===== src/rtl/rv_fetch_pkg.sv =====
// Shared types and constants for the byte-serial instruction fetch unit.
package rv_fetch_pkg;

    typedef enum logic [2:0] {B0, B1, B2, B3, HOLD} fetch_state_e;

    localparam logic [1:0] RVC_MASK  = 2'b11;
    localparam logic [4:0] LEN48_PAT = 5'b11111;

    // Any low-bit pattern other than 2'b11 marks a 16-bit compressed instruction.
    function automatic logic is_rvc(input logic [1:0] lsb);
        return (lsb & RVC_MASK) != RVC_MASK;
    endfunction

endpackage


===== src/rtl/instr_len_decode.sv =====
// Classifies an instruction's length from the low bits of its first byte.
module instr_len_decode
    import rv_fetch_pkg::*;
(
    input  logic [4:0] byte0_lo,
    output logic       rvc,
    output logic       too_long
);

    assign rvc      = is_rvc(byte0_lo[1:0]);
    assign too_long = (byte0_lo == LEN48_PAT);

endmodule


===== src/rtl/imem_fetch.sv =====
// Fetches one byte per cycle from a byte-wide memory, assembles 16/32-bit
// instructions little-endian and presents them to decode over valid/ready.
module imem_fetch
    import rv_fetch_pkg::*;
#(
    parameter int unsigned       ADDR_W   = 8,
    parameter logic [ADDR_W-1:0] RESET_PC = '0
) (
    input  logic              clk,
    input  logic              reset,
    output logic [ADDR_W-1:0] mem_addr,
    output logic              mem_oe,
    output logic              mem_we,
    output logic [7:0]        mem_wdata,
    input  logic [7:0]        mem_rdata,
    input  logic              redirect,
    input  logic [ADDR_W-1:0] redirect_pc,
    output logic              instr_valid,
    input  logic              instr_ready,
    output logic [31:0]       instr,
    output logic [ADDR_W-1:0] instr_pc,
    output logic              instr_is_rvc,
    output logic              fetch_err
);

    localparam logic [ADDR_W-1:0] ALIGN_MASK = {{(ADDR_W-1){1'b1}}, 1'b0};
    localparam logic [ADDR_W-1:0] PC_INIT    = RESET_PC & ALIGN_MASK;

    fetch_state_e      state_q, state_d;
    logic [ADDR_W-1:0] pc_q, pc_d;
    logic [ADDR_W-1:0] addr_hold_q, addr_hold_d;
    logic [23:0]       buf_q, buf_d;
    logic [31:0]       instr_q, instr_d;
    logic [ADDR_W-1:0] instr_pc_q, instr_pc_d;
    logic              is_rvc_q, is_rvc_d;
    logic              fetch_err_q, fetch_err_d;
    logic [ADDR_W-1:0] byte_idx;
    logic [ADDR_W-1:0] rd_addr;
    logic              dec_rvc, dec_too_long;

    // buf_q[23:16] holds byte0 while in B1, the first byte shifted in.
    instr_len_decode u_len_decode (
        .byte0_lo (buf_q[20:16]),
        .rvc      (dec_rvc),
        .too_long (dec_too_long)
    );

    always_comb begin
        state_d     = state_q;
        pc_d        = pc_q;
        addr_hold_d = addr_hold_q;
        buf_d       = buf_q;
        instr_d     = instr_q;
        instr_pc_d  = instr_pc_q;
        is_rvc_d    = is_rvc_q;
        fetch_err_d = 1'b0;
        byte_idx    = '0;

        unique case (state_q)
            B0: begin
                byte_idx = '0;
                buf_d    = {mem_rdata, buf_q[23:8]};
                state_d  = B1;
            end
            B1: begin
                byte_idx = ADDR_W'(1);
                buf_d    = {mem_rdata, buf_q[23:8]};
                if (dec_too_long) begin
                    fetch_err_d = 1'b1;
                    state_d     = B0;
                end else if (dec_rvc) begin
                    instr_d    = {16'h0000, mem_rdata, buf_q[23:16]};
                    instr_pc_d = pc_q;
                    is_rvc_d   = 1'b1;
                    state_d    = HOLD;
                end else begin
                    state_d = B2;
                end
            end
            B2: begin
                byte_idx = ADDR_W'(2);
                buf_d    = {mem_rdata, buf_q[23:8]};
                state_d  = B3;
            end
            B3: begin
                byte_idx   = ADDR_W'(3);
                instr_d    = {mem_rdata, buf_q};
                instr_pc_d = pc_q;
                is_rvc_d   = 1'b0;
                state_d    = HOLD;
            end
            HOLD: begin
                if (instr_ready) begin
                    pc_d    = pc_q + (is_rvc_q ? ADDR_W'(2) : ADDR_W'(4));
                    state_d = B0;
                end
            end
            default: state_d = B0;
        endcase

        rd_addr = pc_q + byte_idx;
        if (state_q != HOLD) begin
            addr_hold_d = rd_addr;
        end

        // A redirect coinciding with a HOLD handshake still lets decode take
        // the instruction; only the fetch that follows is steered.
        if (redirect) begin
            state_d     = B0;
            pc_d        = redirect_pc & ALIGN_MASK;
            instr_d     = instr_q;
            instr_pc_d  = instr_pc_q;
            is_rvc_d    = is_rvc_q;
            fetch_err_d = 1'b0;
        end
    end

    always_ff @(posedge clk or negedge reset) begin
        if (!reset) begin
            state_q     <= B0;
            pc_q        <= PC_INIT;
            addr_hold_q <= PC_INIT;
            buf_q       <= '0;
            instr_q     <= '0;
            instr_pc_q  <= PC_INIT;
            is_rvc_q    <= 1'b0;
            fetch_err_q <= 1'b0;
        end else begin
            state_q     <= state_d;
            pc_q        <= pc_d;
            addr_hold_q <= addr_hold_d;
            buf_q       <= buf_d;
            instr_q     <= instr_d;
            instr_pc_q  <= instr_pc_d;
            is_rvc_q    <= is_rvc_d;
            fetch_err_q <= fetch_err_d;
        end
    end

    // Gate read enable with reset so it reads 0 while reset is held.
    assign mem_oe       = reset & (state_q != HOLD);
    assign mem_addr     = (state_q == HOLD) ? addr_hold_q : rd_addr;
    assign mem_we       = 1'b0;
    assign mem_wdata    = 8'h00;
    assign instr_valid  = (state_q == HOLD);
    assign instr        = instr_q;
    assign instr_pc     = instr_pc_q;
    assign instr_is_rvc = is_rvc_q;
    assign fetch_err    = fetch_err_q;

endmodule


===== config.mk =====
export PLATFORM = sky130hd
export DESIGN_NAME = imem_fetch
export DESIGN_NICKNAME = d
export VERILOG_FILES = /design/src/rtl/rv_fetch_pkg.sv /design/src/rtl/instr_len_decode.sv /design/src/rtl/imem_fetch.sv
export SDC_FILE = /design/constraint.sdc
export NUM_CORES = 1
export LEC_CHECK = 0
export CAP_MARGIN = 20
export CELL_PAD_IN_SITES_DETAIL_PLACEMENT = 1
export CELL_PAD_IN_SITES_GLOBAL_PLACEMENT = 1
export CORE_MARGIN = 5
export CORE_UTILIZATION = 29
export CTS_BUF_LIST = sky130_fd_sc_hd__clkbuf_4
export DETAILED_ROUTE_END_ITERATION = 6
export PLACE_DENSITY_LB_ADDON = 0.1
export SYNTH_ARGS = -nofsm -noshare
export SYNTH_HDL_FRONTEND = slang
export SYNTH_HIERARCHICAL = 1
export SYNTH_SLANG_ARGS = --single-unit
export TNS_END_PERCENT = 30

===== constraint.sdc =====
create_clock -name clk -period 3 [get_ports clk]
set_input_delay 0.75 -clock clk [delete_from_list [all_inputs] [get_ports clk]]
set_output_delay 0.75 -clock clk [all_outputs]
set_load 0.1 [all_outputs]

==> summary.md <==
| Metric | Value |
|---|---|
| Via count | `2527` |
| Post-synth EDFFs | `0` |
| Worst path slowest cell | `or3b_1` |
| Fmax | `0.350 GHz` |
| TritonCTS Buffers | `9` |
| YS warnings | `6` |
| Synth area leaders | `dfrtp_1 (55%), mux2_2 (19%), mux2i_1 (5.0%)` |
| Reg2Reg Capture Point | `instr[10]$_DFFE_PN0P_` |
| FF-to-FF Start | `state_q[2]$_DFFE_PN0P_` |
| Antenna-violating nets left | `0` |
| Avg Inst Size Synth | `roughly 12 um2` |
| Synth top cells by count | `dfrtp_1 (83), mux2_2 (63), nand2_1 (28)` |
| Worst Path Arrival | `2.10 ns` |
| Vias in the first global route | `2785` |
| Crit path capture | `mem_addr[6]` |
| Crit path from | `state_q[2]$_DFFE_PN0P_` |
| Synth Area in XOR/XNOR | `0.693%` |
| Maxcap violations | `0` |
| Site Rows | `41` |
| Overall Global Routing Usage | `between 10% and 20%` |
| Worst-path clk slew | `roughly 0.13 ns` |
| Critical path buffers and inverters | `3` |
| CTS tree | `done` |
| Pin count of the biggest net entering global routing | `roughly 50` |
| Final Critical Period | `2.85 ns` |
| Synth Area in Compound Gates | `around 4.2%` |
| Simple-gate share of the synthesized area | `8.55%` |
| Run status | `completed` |
| Root buffer cell | `clkbuf_4` |
| Design Area, Final | `4890 um2` |
| Adder and majority gate portion of the synthesized area | `under 10%` |
| Sequence of cells on the critical path | `buf_4, or3b_1, buf_4, nor2_1, a31oi_4, buf_12` |
| Reg2Reg Depth | `5` |
| CP Capture Type | `output pin` |
| Most used cell, CP | `buf_4` |
| Initial DRC Count | `45` |
| Layout area overhead | `29.0%` |
| HP Class | `input pin to async pin` |
| Area leader, netlist | `dfrtp_1` |
| Worst path depth | `6` |
| Fillers | `1400` |
| Area after DPL | `4680 um2` |
| First-pass GRT wire length | `between 10000 and 15000 um` |
| Fraction of registers with async set/reset | `100%` |
| RSZ-0062 raised after global routing | `false` |
| Die extent in y | `between 100 and 150 um` |
| Worst-Margin Slew | `0.622 ns` |
| P_leak | `2.09 nW` |
| Top delay family on crit path | `simple AND/OR/NAND/NOR gates` |
| Clk buf depth | `2` |
| Synth Instances | `312` |
| Post-synthesis mux area share | `23.7%` |
| Pwr Density | `~870 nW/um2` |
| Worst vdd ir | `0.404 mV` |
| Ys flop type | `dfrtp_1` |
| Die Width | `approximately 120 um` |
| Num Clock Sinks | `83` |
| Core Area | `12700 um2` |
| Worst-Skew Late Latency | `0.45 ns` |
| Startpoint type of the worst setup path | `register` |
| Sequential element share of the synthesized area | `54.8%` |
| Antenna fix cells | `0` |
| Number of synthesized register bits | `83` |
| DRC viols | `0` |
| CP required | `~2.3 ns` |
| Initial core utilization | `29.8%` |
| Nets | `around 410` |
| Routed vias/inst | `4.51` |
| Final period utilization | `95.1%` |
| Post-route setup TNS | `0 ns` |
| DRT Pass-1 Iters | `4` |
| Slew headroom | `58.5%` |
| Synth top area share | `54.8%` |
| Final Hold Viols | `0` |
| Main combinational cell family by area after synthesis | `multiplexers` |
| Reg-to-reg slack, setup | `~1 ns` |
| Setup Skew | `0.0176 ns` |
| Layout cell share with drive strength beyond 1 | `41.2%` |
| Crit path max fanout | `11` |
| H-tree depth | `3` |
| Total wire length | `8780 um` |
| Initial antenna violation count | `0` |
| Buffers added on ports | `69` |
| GPL Wtd Cong | `0.714` |
| I/O Pins | `81` |
| Total gr overflow | `0` |
| Synth unique cells | `40` |
| WL/cell | `between 15 and 20 um` |
| Total Power | `4.24 mW` |
| Setup CP Type | `register to output pin` |
| DP HPWL | `6080 um` |
| Die area | `15500 um2` |
| Top-count cell post-synth | `dfrtp_1` |
| Max-slew violations | `0` |
| Final setup viols | `0` |
| CP peak stage delay | `0.43 ns` |
| Synthesized area | `3790 um2` |
==> worst min path at each step <==
stage | endpoint | start | slack [ns]
3_3_place_gp | buf_q[2]$_DFFE_PN0P_ | buf_q[2]$_DFFE_PN0P_ | 0.48
2_1_floorplan | addr_hold_q[0]$_DFFE_PN0N_ | reset | 0.45
4_1_cts | instr_pc[1]$_DFFE_PN0P_ | reset | 0.35
6_report | pc_q[6]$_DFFE_PN0P_ | reset | 0.37
5_1_grt | instr_pc[7]$_DFFE_PN0P_ | reset | 0.37
3_5_place_dp | buf_q[1]$_DFFE_PN0P_ | buf_q[1]$_DFFE_PN0P_ | 0.49
==> state kept, by name (all words and copies together) (netlist names) <==
signal / cells
fetch_err: 1
addr_hold_q: 8
instr: 32
instr_pc: 7
pc_q: 7
state_q: 3
instr_is_rvc: 1
buf_q: 24
==> area by class of cell <==
cell class              instances  area [um2]  share of cell area [%]
clock buffers                  11        82.6                    1.69
well taps                     172         215                    4.40
inverters                      21        80.1                    1.64
multi-input cells             189        1630                    33.2
flip-flops and latches         83        2080                    42.5
clock inverters                 4        42.5                   0.870
repair buffers                 80         768                    15.7
==> stage by stage <==
| step | utilization, % | cells | hold WS (ns) | setup slack [ns] |
|---|---|---|---|---|
| after CTS | 38.2 | 559 | 0.354 | -0.00752 |
| after floorplan | - | 321 | 0.454 | -0.0544 |
| after detailed placement | 36.8 | 543 | 0.493 | 0.308 |
| final | 38.5 | 560 | 0.367 | 0.146 |
| after global placement | 36.8 | 543 | 0.484 | 0.291 |
| after global routing | 38.5 | 560 | 0.366 | 0.00785 |
==> what timing repair did <==
| item | 4_1_cts | 5_1_grt |
|---|---|---|
| setup endpoints to repair | 3 | 3 |
| setup buffers | 1 | 1 |
| hold buffers | 0 | 0 |
| gates resized for setup | 7 | 6 |
| pin swaps | 0 | 0 |
==> power breakdown <==
| part | switching [mW] | total (mW) | internal (mW) |
|---|---|---|---|
| clock network | 0.387 | 0.650 | 0.263 |
| logic | 1.57 | 2.09 | 0.520 |
| registers | 0.153 | 1.50 | 1.35 |
| total | 2.11 | 4.24 | 2.13 |
==> layout by cell type (no fill, tap or decap), drive strengths merged, types with 4 or more instances in the layout <==
cell type / count
a31oi: 6
dfrtp: 83
buf: 63
mux2i: 19
o21ai: 9
inv: 20
clkdlybuf4s50: 17
clkbuf: 11
mux2: 63
clkinv: 4
nand3: 5
conb: 10
nor2: 10
nand2: 29
==> cell families after synthesis <==
logic type | Yosys count
flip-flops | 83
multiplexers | 82
AND/OR/NAND/NOR | 65
buffers and inverters | 49
AO/OA/AOI/OAI | 25
adder cells (fa/ha/maj) | 4
XOR/XNOR | 3
other | 1
==> per-layer routing <==
metal | vias to the layer above | track usage [%] | routed length [um]
met3 | 9 | 5.40 | 590
li1 | 1199 | - | -
met2 | 56 | 19.2 | 4180
met4 | 0 | 3.68 | 104
met5 | - | 0 | 0
met1 | 1263 | 14.5 | 3910
Power figures use the tool's default switching activity.
